===== config.mk =====
export PLATFORM = sky130hd
export DESIGN_NAME = prog_clock_divider
export DESIGN_NICKNAME = d
export VERILOG_FILES = /design/src/rtl/prog_clock_divider_pkg.sv /design/src/rtl/clock_div_channel.sv /design/src/rtl/prog_clock_divider.sv
export SDC_FILE = /design/constraint.sdc
export NUM_CORES = 1
export LEC_CHECK = 0
export CORE_MARGIN = 1
export CORE_UTILIZATION = 50
export DETAILED_ROUTE_END_ITERATION = 7
export DONT_BUFFER_PORTS = 1
export SETUP_SLACK_MARGIN = 0.05
export SYNTH_ARGS = -nofsm -noshare
export SYNTH_HDL_FRONTEND = slang
export SYNTH_SLANG_ARGS = --single-unit
export TNS_END_PERCENT = 20

===== constraint.sdc =====
create_clock -name Clock_100MHz -period 3 [get_ports Clock_100MHz]
set_clock_uncertainty 0.15 [all_clocks]
set_input_delay 0.3 -clock Clock_100MHz [delete_from_list [all_inputs] [get_ports Clock_100MHz]]
set_output_delay 0.3 -clock Clock_100MHz [all_outputs]
set_load 0.03 [all_outputs]

===== src/rtl/prog_clock_divider_pkg.sv =====
// -----------------------------------------------------------------------------
// prog_clock_divider_pkg
// Shared constants for the programmable clock divider:
//   CLK_INPUT_HZ         - frequency of the single input clock (100 MHz)
//   CLK_DEFAULT_CHANNELS - default number of divider channels
//   CLK_DEFAULT_WIDTH    - default width of half-period counter / divisor
//   CLK_DEFAULT_HALF     - half-period loaded at reset (10 kHz output)
//   half_for_freq()      - helper: half-period for a requested output rate
// -----------------------------------------------------------------------------
package prog_clock_divider_pkg;

   localparam int CLK_INPUT_HZ         = 100_000_000;
   localparam int CLK_DEFAULT_CHANNELS = 2;
   localparam int CLK_DEFAULT_WIDTH    = 16;
   localparam int CLK_DEFAULT_HALF     = 5000;

   // Output period is two half-periods, so divide by twice the target rate.
   function automatic int half_for_freq(input int freq_hz);
      return CLK_INPUT_HZ / (2 * freq_hz);
   endfunction

endpackage


===== src/rtl/clock_div_channel.sv =====
// -----------------------------------------------------------------------------
// clock_div_channel
// One independent divider channel. Produces a 50% duty clock with a period of
// 2*H input cycles, where H is the active half-period. New divisors are staged
// while running and take effect only at a half-period boundary, so the output
// never produces a truncated or stretched phase mid-way.
// Ports:
//   clk_i         - input clock, rising edge
//   rst_ni        - synchronous active-low reset
//   enable_i      - run enable
//   load_i        - single-cycle load strobe for half_period_i
//   half_period_i - divisor value (half-period in input cycles)
//   clock_o       - divided clock (registered)
//   tick_o        - one-cycle pulse on the 0->1 transition of clock_o
//   pending_o     - a staged divisor awaits the next boundary
//   load_error_o  - one-cycle pulse when a zero divisor load is rejected
// -----------------------------------------------------------------------------
module clock_div_channel
   import prog_clock_divider_pkg::*;
#(
   parameter int WIDTH        = CLK_DEFAULT_WIDTH,
   parameter int DEFAULT_HALF = CLK_DEFAULT_HALF
) (
   input  logic             clk_i,
   input  logic             rst_ni,
   input  logic             enable_i,
   input  logic             load_i,
   input  logic [WIDTH-1:0] half_period_i,
   output logic             clock_o,
   output logic             tick_o,
   output logic             pending_o,
   output logic             load_error_o
);

   localparam logic [WIDTH-1:0] RESET_HALF = WIDTH'(DEFAULT_HALF);
   localparam logic [WIDTH-1:0] ONE        = WIDTH'(1);

   logic [WIDTH-1:0] count_q,  count_d;
   logic [WIDTH-1:0] half_q,   half_d;
   logic [WIDTH-1:0] staged_q, staged_d;
   logic             clock_q,      clock_d;
   logic             tick_q,       tick_d;
   logic             pending_q,    pending_d;
   logic             load_error_q, load_error_d;

   logic load_valid;
   logic boundary;

   always_comb begin
      load_valid   = load_i && (half_period_i != '0);
      // H is never zero (zero loads are rejected), so H-1 cannot wrap.
      boundary     = (count_q == (half_q - ONE));

      count_d      = count_q;
      half_d       = half_q;
      staged_d     = staged_q;
      clock_d      = clock_q;
      tick_d       = 1'b0;
      pending_d    = pending_q;
      load_error_d = load_i && (half_period_i == '0);

      if (enable_i) begin
         if (boundary) begin
            count_d = '0;
            clock_d = ~clock_q;
            tick_d  = ~clock_q;    // only on the rising transition
            if (pending_q) begin
               half_d    = staged_q;
               pending_d = 1'b0;
            end
         end else begin
            count_d = count_q + ONE;
         end
         // A load coinciding with a boundary is staged after the old staged
         // value has been consumed above, so it lands at the next boundary.
         if (load_valid) begin
            staged_d  = half_period_i;
            pending_d = 1'b1;
         end
      end else begin
         // Idle: output parked low, counter cleared so a restart yields a
         // full first half-period.
         count_d = '0;
         clock_d = 1'b0;
         if (load_valid) begin
            half_d    = half_period_i;
            staged_d  = half_period_i;
            pending_d = 1'b0;
         end else if (pending_q) begin
            half_d    = staged_q;
            pending_d = 1'b0;
         end
      end
   end

   always_ff @(posedge clk_i) begin
      if (!rst_ni) begin
         count_q      <= '0;
         half_q       <= RESET_HALF;
         staged_q     <= RESET_HALF;
         clock_q      <= 1'b0;
         tick_q       <= 1'b0;
         pending_q    <= 1'b0;
         load_error_q <= 1'b0;
      end else begin
         count_q      <= count_d;
         half_q       <= half_d;
         staged_q     <= staged_d;
         clock_q      <= clock_d;
         tick_q       <= tick_d;
         pending_q    <= pending_d;
         load_error_q <= load_error_d;
      end
   end

   assign clock_o      = clock_q;
   assign tick_o       = tick_q;
   assign pending_o    = pending_q;
   assign load_error_o = load_error_q;

endmodule


===== src/rtl/prog_clock_divider.sv =====
// -----------------------------------------------------------------------------
// prog_clock_divider
// Bank of CHANNELS independent programmable clock dividers sharing one divisor
// input bus. Each load bit selects which channels capture half_period_in.
// All outputs come straight from registers inside the channels.
// Ports:
//   Clock_100MHz   - sole input clock, rising edge
//   Reset_n        - synchronous active-low reset
//   enable         - per-channel run enable
//   half_period_in - shared divisor value (half-period in input cycles)
//   load           - per-channel load strobe
//   clock_out      - divided clocks
//   tick           - per-channel pulse on each clock_out rising transition
//   pending        - per-channel staged-divisor flag
//   load_error     - per-channel pulse on a rejected zero load
// -----------------------------------------------------------------------------
module prog_clock_divider
   import prog_clock_divider_pkg::*;
#(
   parameter int CHANNELS     = CLK_DEFAULT_CHANNELS,
   parameter int WIDTH        = CLK_DEFAULT_WIDTH,
   parameter int DEFAULT_HALF = CLK_DEFAULT_HALF
) (
   input  logic                Clock_100MHz,
   input  logic                Reset_n,
   input  logic [CHANNELS-1:0] enable,
   input  logic [WIDTH-1:0]    half_period_in,
   input  logic [CHANNELS-1:0] load,
   output logic [CHANNELS-1:0] clock_out,
   output logic [CHANNELS-1:0] tick,
   output logic [CHANNELS-1:0] pending,
   output logic [CHANNELS-1:0] load_error
);

   generate
      for (genvar gi = 0; gi < CHANNELS; gi++) begin : g_channel
         clock_div_channel #(
            .WIDTH        (WIDTH),
            .DEFAULT_HALF (DEFAULT_HALF)
         ) u_channel (
            .clk_i         (Clock_100MHz),
            .rst_ni        (Reset_n),
            .enable_i      (enable[gi]),
            .load_i        (load[gi]),
            .half_period_i (half_period_in),
            .clock_o       (clock_out[gi]),
            .tick_o        (tick[gi]),
            .pending_o     (pending[gi]),
            .load_error_o  (load_error[gi])
         );
      end
   endgenerate

endmodule


== Yosys cells after proc, flatten, opt, wreduce, memory -nomap -nowiden ==
Index checks and enable logic that the tools add are counted.
Storage, ports and cells
  register bits: 104
  output and inout port bits: 8
  input bits: 22
Cells by class
  mux-type cells: 12
  bitwise logic cells: 5
  $add $sub $neg: 4
  equal/unequal tests: 4
  reduce and logical (&&, ||, !) cells: 14
Operators by type and width (count)
  two-way mux 16 bit: 8
  adder 16 x 1 -> 16 bit, second input constant: 2
  == test 16 bit: 2
  subtractor 16 x 1 -> 16 bit, second input constant: 2
  logical NOT 16 bit: 1
  nonzero test 16 bit: 1
  AND reduction 3 bit: 2
  OR reduction 3 bit: 2
  inverter 1 bit: 5
  logical AND 1 bit: 4
  two-way mux 1 bit: 4
  != test 2 x 1 -> 1 bit, second input constant: 2
  AND reduction 2 bit: 2
  nonzero test 2 bit: 2

== Depth between registers and ports, before layout ==
Gate-level depths: netlist of run 1.
  depth in word-level cells: 4
  gate-level depth with buffers: 12
  depth with buffers taken out: 10

== Modules after synthesis ==
A second synthesis of run 1 with hierarchy kept.
Second synthesis, totals
  cells, all modules: 672
  area, all modules: 5582.9 sq um
By module, submodules not included
  clock_div_channel (g_channel[1].u_channel): area an instance 2820.2 sq um, times used 1, cells an instance 334, seq. area each 1041.0 sq um
  clock_div_channel (g_channel[0].u_channel): area an instance 2762.6 sq um, times used 1, cells an instance 338, seq. area each 1041.0 sq um

== Least setup slack after synthesis of run 1 ==
No wires, ideal clock.
  path kind: flip-flop to flip-flop
  from: register g_channel[0].u_channel.half_q[0]
  to: register g_channel[0].u_channel.half_q[0]
  path buffers: 0
  stages on the path, launching flop included: 11
  period minus slack after synthesis: 2.709 ns
  slack: 0.291 ns
  arrival: 2.431 ns
  cells stage by stage: dfxtp_1 inv_1 ha_1 o21ba_2 a221oi_1 a41oi_1 a2111oi_0 a41oi_1 or2_1 a222oi_1 nor2_1
On the way
  word-level cells in the longest chain between the ends: 3
  elaborated cells between the ends (all ways): 7
  those cells by class: add/sub: 1; eq/ne: 2; mux: 4
Ends and longest elaborated chain
  from (decl): RTL line clock_div_channel.sv:39  | logic [WIDTH-1:0] half_q, half_d;
  from (signal assigned): RTL line clock_div_channel.sv:107  | half_q <= half_d;
  subtractor 16 x 1 -> 16 bit or two-way mux 16 bit (tied branches)
  == test 16 bit (tied with other cells): RTL line clock_div_channel.sv:52  | boundary = (count_q == (half_q - ONE));
  != test 2 x 1 -> 1 bit (no line) or two-way mux 16 bit (tied branches)
Several ways; a longest one is shown, not always the timed one. The select of a mux whose other input is x is not followed.
A chain may end at the register's enable or synchronous reset.

== Final worst setup path of run 1 ==
  from: register g_channel[0].u_channel.half_q[3]
  to: register g_channel[0].u_channel.half_q[6]
On the way
  word-level cells in the longest chain between the ends: 3
Ends and longest elaborated chain (RTL line)
  subtractor 16 x 1 -> 16 bit: clock_div_channel.sv:52
  == test 16 bit: clock_div_channel.sv:52
  != test 2 x 1 -> 1 bit (no line)
Every way passes these cells.

==> results of run 1 <==
==> what timing repair did <==
action | 4_1_cts | 5_1_grt
pin swaps | 1 | 12
hold buffers | 25 | 0
setup endpoints to repair | 6 | 64
hold endpoints to repair | 72 | 0
gates resized for setup | 6 | 29
setup buffers | 2 | 12
==> per-layer routing <==
layer / vias up / share of wire
met5: - / 0
met4: 0 / 0.028
met3: 31 / 0.070
met2: 175 / 0.45
met1: 2389 / 0.45
li1: 2534 / -
==> cell type report <==
class,count,share of cell area
flip-flops and latches,104,0.327
inverters,24,0.0141
repair buffers,67,0.0905
multi-input cells,530,0.510
clock buffers,12,0.0258
well taps,140,0.0274
clock inverters,4,0.00528
==> Yosys cell counts, types with 3 or more instances <==
cell type / number
a21oi_1: 37
a222oi_1: 3
a31oi_1: 12
a41oi_1: 6
and2_1: 6
and3_1: 12
buf_2: 7
buf_4: 11
clkbuf_1: 31
dfxtp_1: 104
ha_1: 4
inv_1: 24
nand2_1: 126
nand2b_1: 4
nand3_1: 43
nand3b_1: 3
nand4_1: 12
nor2_1: 69
nor2b_1: 3
nor3_1: 16
nor4_1: 15
o211ai_1: 4
o21ai_0: 7
o21ai_1: 14
o21ba_2: 3
o221a_1: 8
o311ai_0: 8
or3_1: 4
or4_1: 3
xnor2_1: 33
xor2_1: 30
==> flip-flops by register name, summed over array words and instances, names as in the netlist <==
register and flops:
g_channel.u_channel.load_error_o 2, g_channel.u_channel.half_q 32, g_channel.u_channel.tick_o 2, g_channel.u_channel.pending_o 2
g_channel.u_channel.count_q 32, g_channel.u_channel.clock_o 2, g_channel.u_channel.staged_q 32
==> per-stage QoR <==
stage	hold WS [ns]	setup WS [ns]	std cells
after floorplan	0.274	0.291	711
after global placement	0.243	0.0278	826
after detailed placement	0.248	-0.00472	826
after CTS	0.0116	0.0788	869
after global routing	0.00588	-0.00941	881
final	0.000415	0.123	881
==> final timing paths <==
| kind | startpoint | endpoint |
|---|---|---|
| setup reg to reg | g_channel[0].u_channel.half_q[3]$_SDFFE_PN1P_ | g_channel[0].u_channel.half_q[6]$_SDFFE_PN0P_ |
| setup / recovery | g_channel[0].u_channel.half_q[3]$_SDFFE_PN1P_ | g_channel[0].u_channel.half_q[6]$_SDFFE_PN0P_ |
| hold reg to reg | g_channel[1].u_channel.staged_q[14]$_SDFFE_PN0P_ | g_channel[1].u_channel.staged_q[14]$_SDFFE_PN0P_ |
| hold / removal | enable[1] | g_channel[1].u_channel.count_q[0]$_SDFF_PP0_ |
==> power groups by stage <==
stage | clock, mW | sequential, mW | combinational [mW]
after floorplan | 0 | 1.51 | 0.277
after global placement | 0 | 1.52 | 0.334
after detailed placement | 0 | 1.52 | 0.340
after CTS | 0.918 | 1.49 | 0.402
after global routing | 0.967 | 1.50 | 0.472
final | 0.892 | 1.49 | 0.430
==> worst max-delay path, cell delays in order (launching register included) <==
cell and delay, ns:
dfxtp_4 0.37, or4_4 0.58, or4_1 0.51, nand4b_1 0.16, a2111oi_4 0.08, a41oi_2 0.26
buf_6 0.20, buf_4 0.14, nor2_4 0.05, o221a_2 0.27
==> logic make-up after synthesis <==
| group | synth area share |
|---|---|
| flops | 0.374 |
| fa+ha+maj | 0.00899 |
| compound gates | 0.163 |
| buf+inv | 0.0636 |
| xor+xnor | 0.0991 |
| mux | 0.00562 |
| simple gates | 0.286 |
==> impl_metrics.json, run 1 <==
{
  "die_area_um2": 11600,
  "period_minus_slack_ns": 2.88,
  "whs_path_depth": 2,
  "viasPerCell": 5.82,
  "netlist_area_um2": 5570,
  "drtIter0Drc": 347,
  "core_um2": 10800,
  "critPathMaxFanout": 15,
  "vias": 5129,
  "final_util": 0.591,
  "drive_gt1_frac": 0.144,
  "overflow": 0,
  "hold_viol": 0,
  "power.leakage_nw": 2.36,
  "netlist_instances": 711,
  "rsz0062_at_grt": "true",
  "ys_ff_latch": 104,
  "status": "complete, no violations",
  "dpl_cell_area_um2": 5700,
  "rrSetupSlack_ns": 0.12,
  "dr.pass1.iters": 5,
  "cts_root_buffer": "clkbuf_8",
  "die_x_um": 108,
  "seq_area_um2": 2100,
  "async_flop_share": 0,
  "power_frac_comb": 0.153,
  "powerDensity_nw_per_um2": 439,
  "power_mw": 2.81,
  "drv_slew": 0,
  "synth_cell_types": 68,
  "fillers": 1019,
  "internal_power_mw": 2.00,
  "multi_input_area_um2": 3260,
  "ios": 30,
  "clkSlewWorstSetupHoldPaths_ns": 0.11,
  "startpoint_type": "flop",
  "start_util": 0.514,
  "final_common_cell": "nand2_1",
  "grtUsageMet1": 0.385,
  "netlist.area_leader.share": 0.374,
  "synth_fp_nets": 737,
  "clkPwrFrac": 0.317,
  "syn_avg_cell_area_um2": 7.83,
  "yosysSeqAreaShare": 0.374,
  "p_sw_mw": 0.809,
  "place_congestion": 0.890,
  "end_kind": "flop",
  "fp-row-count": 38,
  "cap_violations": 0,
  "critPathKind": "flop to flop",
  "worstSkewPairLatency_ns": 0.39,
  "numCtsBuffers": 9,
  "synth_edf_count": 0,
  "place_hpwl_um": 10200,
  "vdd_ir_drop_max_uv": 435,
  "yosys-top-cells-area": "dfxtp_1 (37%), nand2_1 (8.5%), xnor2_1 (5.2%)",
  "n_antenna_cell": 0,
  "r2r_cells": 9,
  "port_buffers": 0,
  "hp-class": "primary input to flop",
  "ant_nets": 0,
  "wl_per_cell_um": 17.6,
  "grt_pass1_vias": 4657,
  "p_sw_frac": 0.288,
  "clock_sinks": 104,
  "cts_tree": "done",
  "fin_area_um2": 6400,
  "grt_pass1_wl_um": 24500,
  "grt_max_degree": 53,
  "track_usage": 0.278,
  "setup_viol": 0,
  "cp.arrival_ns": 3.02,
  "nNetsFinal": 762,
  "tightestPinTransition_ns": 0.995,
  "required_ns": 3.14,
  "synth_ff_type": "dfxtp_1",
  "synthToLayoutAreaGrowth_pct": 15.0,
  "drc": 0,
  "p_seq_frac": 0.530,
  "fin_crit_sh": 0.959,
  "cts.path.max_buffers": 2,
  "routed_wl_um": 15500,
  "die_h_um": 108,
  "met3_usage": 0.0708,
  "maxSlewHeadroom": 0.336,
  "grt.busiest_layer": "met2",
  "tns_ns": 0,
  "ys_warn_count": 0,
  "yosysTopAreaCell": "dfxtp_1",
  "htreeDepth": 3,
  "grtUsageMet2": 0.419,
  "fmax_mhz": 348,
  "final_cell_mix": "nand2_1 (126), dfxtp_1 (99), nor2_1 (68), nand3_1 (42), buf_4 (41)",
  "antenna_found_initial": 0
}
No activity file was read; power rests on OpenSTA's default activity.
==> run 2: changes to the inputs <==
==> constraint.sdc (replaced) <==
create_clock -name Clock_100MHz -period 2.9 [get_ports Clock_100MHz]
set_clock_uncertainty 0.15 [all_clocks]
set_input_delay 0.29 -clock Clock_100MHz [delete_from_list [all_inputs] [get_ports Clock_100MHz]]
set_output_delay 0.29 -clock Clock_100MHz [all_outputs]
set_load 0.03 [all_outputs]
==> run 2 against run 1 <==
Effect of this change: sequential power up 3%; final cell count up 0.34%; first-iteration DRC count down 8.6%; core utilization up 0.22 points; cell area up 0.37%; die area unchanged; sequential cell count unchanged; combinational power up 6.0%; critical path type unchanged; highest routed layer unchanged; clock power up 2%; largest power group unchanged; hold slack better by 0.026 ns; critical path depth down 1; non-clock buffer count up 4.
==> impl_metrics.json, run 2 (synthesized netlist as in run 1, its figures left out) <==
{
  "cp_slowest_cell": "or4_4",
  "wl_met3_um": 1040,
  "path_cells": "or4_4 -> or4_4 -> nand4b_1 -> a2111oi_4 -> a41oi_2 -> buf_2 -> nor2_4 -> o221a_2",
  "die_x_um": 108,
  "max_stage_delay_ns": 0.59,
  "track_usage": 0.282,
  "fmax_mhz": 351,
  "die_area_um2": 11600,
  "period_minus_slack_ns": 2.85,
  "vdd_ir_drop_max_uv": 368,
  "p_seq_frac": 0.531,
  "maxSlewHeadroom": 0.388,
  "antenna_found_initial": 0,
  "r2r_cells": 8,
  "grt_pass1_vias": 4852,
  "critPathKind": "flop to flop",
  "p_sw_frac": 0.281,
  "whs_path_depth": 2,
  "crit_top_cell": "or4_4",
  "place_hpwl_um": 10400,
  "internal_power_mw": 2.09,
  "final_util": 0.593,
  "top_layer": "met4",
  "htreeDepth": 3,
  "numCtsBuffers": 9,
  "critPathMaxFanout": 7,
  "min_to": "g_channel[1].u_channel.count_q[9]$_SDFF_PP0_",
  "cp.arrival_ns": 2.99,
  "final_cell_mix": "nand2_1 (126), dfxtp_1 (99), nor2_1 (68), buf_4 (45), nand3_1 (42)",
  "start_util": 0.514,
  "drive_gt1_frac": 0.151,
  "synthToLayoutAreaGrowth_pct": 15.4,
  "startpoint_type": "flop",
  "cap_violations": 0,
  "clkSlewWorstSetupHoldPaths_ns": 0.10,
  "required_ns": 3.04,
  "cts_root_buffer": "clkbuf_8",
  "min_from": "Reset_n",
  "post-place-ws_ns": -0.149,
  "wl_met1_um": 7200,
  "setup_ws_ns": 0.0509,
  "fin_crit_sh": 0.982,
  "status": "complete, no violations",
  "end_kind": "flop",
  "core_um2": 10800,
  "drv_slew": 0,
  "wl_met2_um": 6850,
  "drc": 0,
  "nNetsFinal": 766,
  "crit_path_start": "g_channel[0].u_channel.half_q[0]$_SDFFE_PN0P_",
  "drtIter0Drc": 317,
  "hp-class": "primary input to flop",
  "worstSkewPairLatency_ns": 0.38,
  "tightestPinTransition_ns": 0.914,
  "port_buffers": 0,
  "n_antenna_cell": 0,
  "r2r_start": "g_channel[0].u_channel.half_q[0]$_SDFFE_PN0P_",
  "cts_tree": "done",
  "grt_max_degree": 53,
  "p_sw_mw": 0.815,
  "vias": 5136,
  "viasPerCell": 5.81,
  "rr_endpoint": "g_channel[0].u_channel.half_q[6]$_SDFFE_PN0P_",
  "fp-row-count": 38,
  "setup_viol": 0,
  "ant_nets": 0,
  "cts.path.max_buffers": 2,
  "place_congestion": 0.885,
  "clock_sinks": 104,
  "overflow": 0,
  "grt_pass1_wl_um": 25000,
  "clkPwrFrac": 0.312,
  "die_h_um": 108,
  "hold_viol": 0,
  "routed_wl_um": 15500,
  "power.leakage_nw": 2.39,
  "wl_per_cell_um": 17.6,
  "rrSetupSlack_ns": 0.05,
  "reg_top3": "g_channel.u_channel.count_q x32, g_channel.u_channel.half_q x32, g_channel.u_channel.staged_q x32",
  "rsz0062_at_grt": "true",
  "dr.pass1.iters": 6,
  "ios": 30,
  "powerDensity_nw_per_um2": 452,
  "final_common_cell": "nand2_1",
  "power_frac_comb": 0.157
}
## run 2: through the flow
step	setup TNS (ns)	area, um^2	cells	power (mW)	hold WS [ns]
after floorplan	0	5570	711	1.84	0.264
after detailed placement	-1.63	5740	831	1.93	0.230
after global placement	0	5740	831	1.92	0.236
after global routing	-0.474	6430	884	3.03	0.0233
after CTS	0	6270	876	2.90	0.0305
final	0	6430	884	2.90	0.0262
## run 2: repair_timing
action / in CTS / in global routing
cloned: 0 / 1
hold buffers: 23 / 1
gates resized for setup: 12 / 29
pin swaps: 9 / 12
hold endpoints to repair: 72 / 1
setup endpoints to repair: 32 / 67
setup buffers: 7 / 6
## run 2: worst max-delay path: cells and delay by family (launching register included)
family	cells	cell delay [ns]
simple gates	4	1.36
flops	1	0.38
compound gates	3	0.59
buf+inv	1	0.27
## run 2: power groups by stage
stage	Sequential, mW	Clock, mW	Combinational [mW]
finish	1.54	0.906	0.456
global route	1.55	0.982	0.503
CTS	1.54	0.929	0.431
detailed placement	1.57	0	0.360
global placement	1.57	0	0.351
floorplan	1.56	0	0.287
## run 2: cell type report
cell class,count,area [um^2]
timing repair buffer,71,604
clock buffer,11,131
fill,988,4410
sequential,104,2090
multi-input combinational,530,3270
inverter,24,92.6
clock inverter,4,55.1
tap,140,175
## run 2: worst max path at each step
stage,end
CTS,g_channel[0].u_channel.half_q[0]$_SDFFE_PN0P_
finish,g_channel[0].u_channel.half_q[6]$_SDFFE_PN0P_
floorplan,g_channel[0].u_channel.half_q[0]$_SDFFE_PN0P_
global route,g_channel[0].u_channel.half_q[0]$_SDFFE_PN0P_
global placement,g_channel[0].u_channel.half_q[0]$_SDFFE_PN0P_
detailed placement,g_channel[0].u_channel.half_q[0]$_SDFFE_PN0P_
## run 2: per-layer routing
layer	global-route usage	vias up
met1	0.383	2372
met2	0.431	191
met5	0	-
met3	0.0720	33
li1	-	2540
met4	0.0998	0
==> run 3: changes to the inputs <==
--- a/config.mk
+++ b/config.mk
@@ -13,4 +13,4 @@
 export SYNTH_ARGS = -nofsm -noshare
 export SYNTH_HDL_FRONTEND = slang
 export SYNTH_SLANG_ARGS = --single-unit
-export TNS_END_PERCENT = 20
+export TNS_END_PERCENT = 5
==> constraint.sdc (replaced) <==
create_clock -name Clock_100MHz -period 2.7 [get_ports Clock_100MHz]
set_clock_uncertainty 0.15 [all_clocks]
set_input_delay 0.27 -clock Clock_100MHz [delete_from_list [all_inputs] [get_ports Clock_100MHz]]
set_output_delay 0.27 -clock Clock_100MHz [all_outputs]
set_load 0.03 [all_outputs]
==> run 3 against run 2 <==
Effect of this change: the run now ends with negative setup slack left; clock power rose by 26%; register-to-register slack lost 0.20 ns; die area unchanged; combinational power is 14% higher; critical path depth grew 1; wire length is 0.92% higher; highest routed layer unchanged.
==> impl_metrics.json, run 3 (synthesized netlist as in run 1, its figures left out) <==
{
  "violations": "negative setup slack",
  "port_buffers": 0,
  "reg_top3": "g_channel.u_channel.count_q x32, g_channel.u_channel.half_q x32, g_channel.u_channel.staged_q x32",
  "tns_ns": -1.44,
  "rr_endpoint": "g_channel[0].u_channel.half_q[5]$_SDFFE_PN0P_",
  "critPathMaxFanout": 7,
  "setup_viol": 21,
  "cts.path.max_buffers": 2,
  "die_x_um": 108,
  "n_antenna_cell": 0,
  "synthToLayoutAreaGrowth_pct": 19.2,
  "antenna_found_initial": 0,
  "cts_tree": "done",
  "ant_nets": 0,
  "clock_sinks": 104,
  "max_stage_delay_ns": 0.58,
  "ios": 30,
  "r2r_start": "g_channel[0].u_channel.half_q[4]$_SDFFE_PN0P_",
  "hp-class": "primary input to flop",
  "fmax_mhz": 351,
  "nNetsFinal": 789,
  "grt_pass1_vias": 4843,
  "die_area_um2": 11600,
  "powerDensity_nw_per_um2": 499,
  "rrSetupSlack_ns": -0.15,
  "dp_cells": 857,
  "setup_ws_ns": -0.151,
  "vdd_ir_drop_max_uv": 481,
  "min_to": "g_channel[1].u_channel.half_q[4]$_SDFFE_PN0P_",
  "cp_slowest_cell": "or4_4",
  "vias": 5186,
  "critPathKind": "flop to flop",
  "min_from": "half_period_in[4]",
  "crit_top_cell": "or4_4",
  "drv_slew": 0,
  "path_cells": "or4_4 -> or4_4 -> nand4b_1 -> a2111oi_4 -> a41oi_2 -> buf_6 -> nor3b_2 -> a222oi_1 -> nor2_1",
  "cp.arrival_ns": 2.97,
  "final_cell_mix": "nand2_1 (126), dfxtp_1 (99), nor2_1 (68), buf_4 (64), nand3_1 (43)",
  "status": "complete, but fails checks",
  "clkSlewWorstSetupHoldPaths_ns": 0.10,
  "dr.pass1.iters": 7,
  "drive_gt1_frac": 0.171,
  "post_layout_nonfiller_instances": 908,
  "cts_root_buffer": "clkbuf_8",
  "fp-row-count": 38,
  "wl_per_cell_um": 17.3,
  "place_congestion": 0.845,
  "overflow": 0,
  "cap_violations": 0,
  "numCtsBuffers": 9,
  "track_usage": 0.283,
  "r2r_cells": 9,
  "drc": 0,
  "period_minus_slack_ns": 2.85,
  "required_ns": 2.82,
  "tightestPinTransition_ns": 0.875,
  "drtIter0Drc": 420,
  "hold_viol": 0,
  "rsz0062_at_grt": "true",
  "power_mw": 3.31,
  "core_um2": 10800,
  "startpoint_type": "flop",
  "maxSlewHeadroom": 0.414,
  "place_hpwl_um": 10500,
  "routed_wl_um": 15700,
  "fin_crit_sh": 1.06,
  "htreeDepth": 3,
  "worstSkewPairLatency_ns": 0.40,
  "end_kind": "flop",
  "power.leakage_nw": 2.51,
  "die_h_um": 108,
  "start_util": 0.514,
  "grt_pass1_wl_um": 25100,
  "post-place-ws_ns": -0.183,
  "final_common_cell": "nand2_1",
  "whs_path_depth": 4,
  "grt_max_degree": 54,
  "viasPerCell": 5.71
}
## run 3: layout make-up
type,count,area (um^2)
Inverter,24,90.1
Tap cell,140,175
Clock buffer,9,124
Sequential cell,104,2090
Timing Repair Buffer,94,793
Fill cell,988,4200
Clock inverter,7,114
Multi-Input combinational cell,530,3250
## run 3: per-layer routing
layer,vias to the layer above,share of wire,global-route usage
met5,-,0,0
met3,21,0.056,0.0763
met2,150,0.44,0.427
met4,0,0.026,0.0920
met1,2425,0.47,0.390
li1,2590,-,-
## run 3: metrics by stage
| stage | hold WS [ns] | instance area, um^2 | utilization |
|---|---|---|---|
| after floorplan | 0.244 | 5580 | - |
| after global placement | 0.199 | 5940 | 0.548 |
| after detailed placement | 0.201 | 5940 | 0.548 |
| after CTS | 0.000255 | 6570 | 0.606 |
| after global routing | 0.0236 | 6640 | 0.613 |
| final | 0.0154 | 6640 | 0.613 |
## run 3: worst max-delay path by stage
stage / from / end / cells past startpoint
after floorplan: g_channel[1].u_channel.half_q[6]$_SDFFE_PN0P_ / g_channel[1].u_channel.half_q[5]$_SDFFE_PN0P_ / 11
after global placement: g_channel[0].u_channel.half_q[0]$_SDFFE_PN0P_ / g_channel[0].u_channel.half_q[0]$_SDFFE_PN0P_ / 10
after detailed placement: g_channel[0].u_channel.half_q[1]$_SDFFE_PN0P_ / g_channel[0].u_channel.half_q[12]$_SDFFE_PN1P_ / 11
after CTS: g_channel[0].u_channel.half_q[0]$_SDFFE_PN0P_ / g_channel[0].u_channel.half_q[5]$_SDFFE_PN0P_ / 8
after global routing: g_channel[0].u_channel.half_q[4]$_SDFFE_PN0P_ / g_channel[0].u_channel.half_q[5]$_SDFFE_PN0P_ / 9
final: g_channel[0].u_channel.half_q[4]$_SDFFE_PN0P_ / g_channel[0].u_channel.half_q[5]$_SDFFE_PN0P_ / 9
## run 3: critical path: cells and delay by family, from the launching register on
family          cells  cell delay [ns]
flops               1             0.36
compound gates      3             0.65
simple gates        5             1.40
buf+inv             1             0.17
## run 3: what timing repair did
action                                  CTS  global route
buffers inserted                          4             2
endpoints found under the hold margin    88             0
resized for setup                        14            24
hold buffers                             28             0
endpoints found under the setup margin   68            68
pin swaps                                 3             9
gates cloned                              1             0
## run 3: report_power, final
part | total [mW] | leakage (nW) | internal [mW] | switching, mW
Clock | 1.14 | 0.119 | 0.543 | 0.602
Sequential | 1.65 | 0.854 | 1.60 | 0.0527
Combinational | 0.520 | 1.54 | 0.237 | 0.283
Total | 3.31 | 2.51 | 2.38 | 0.937
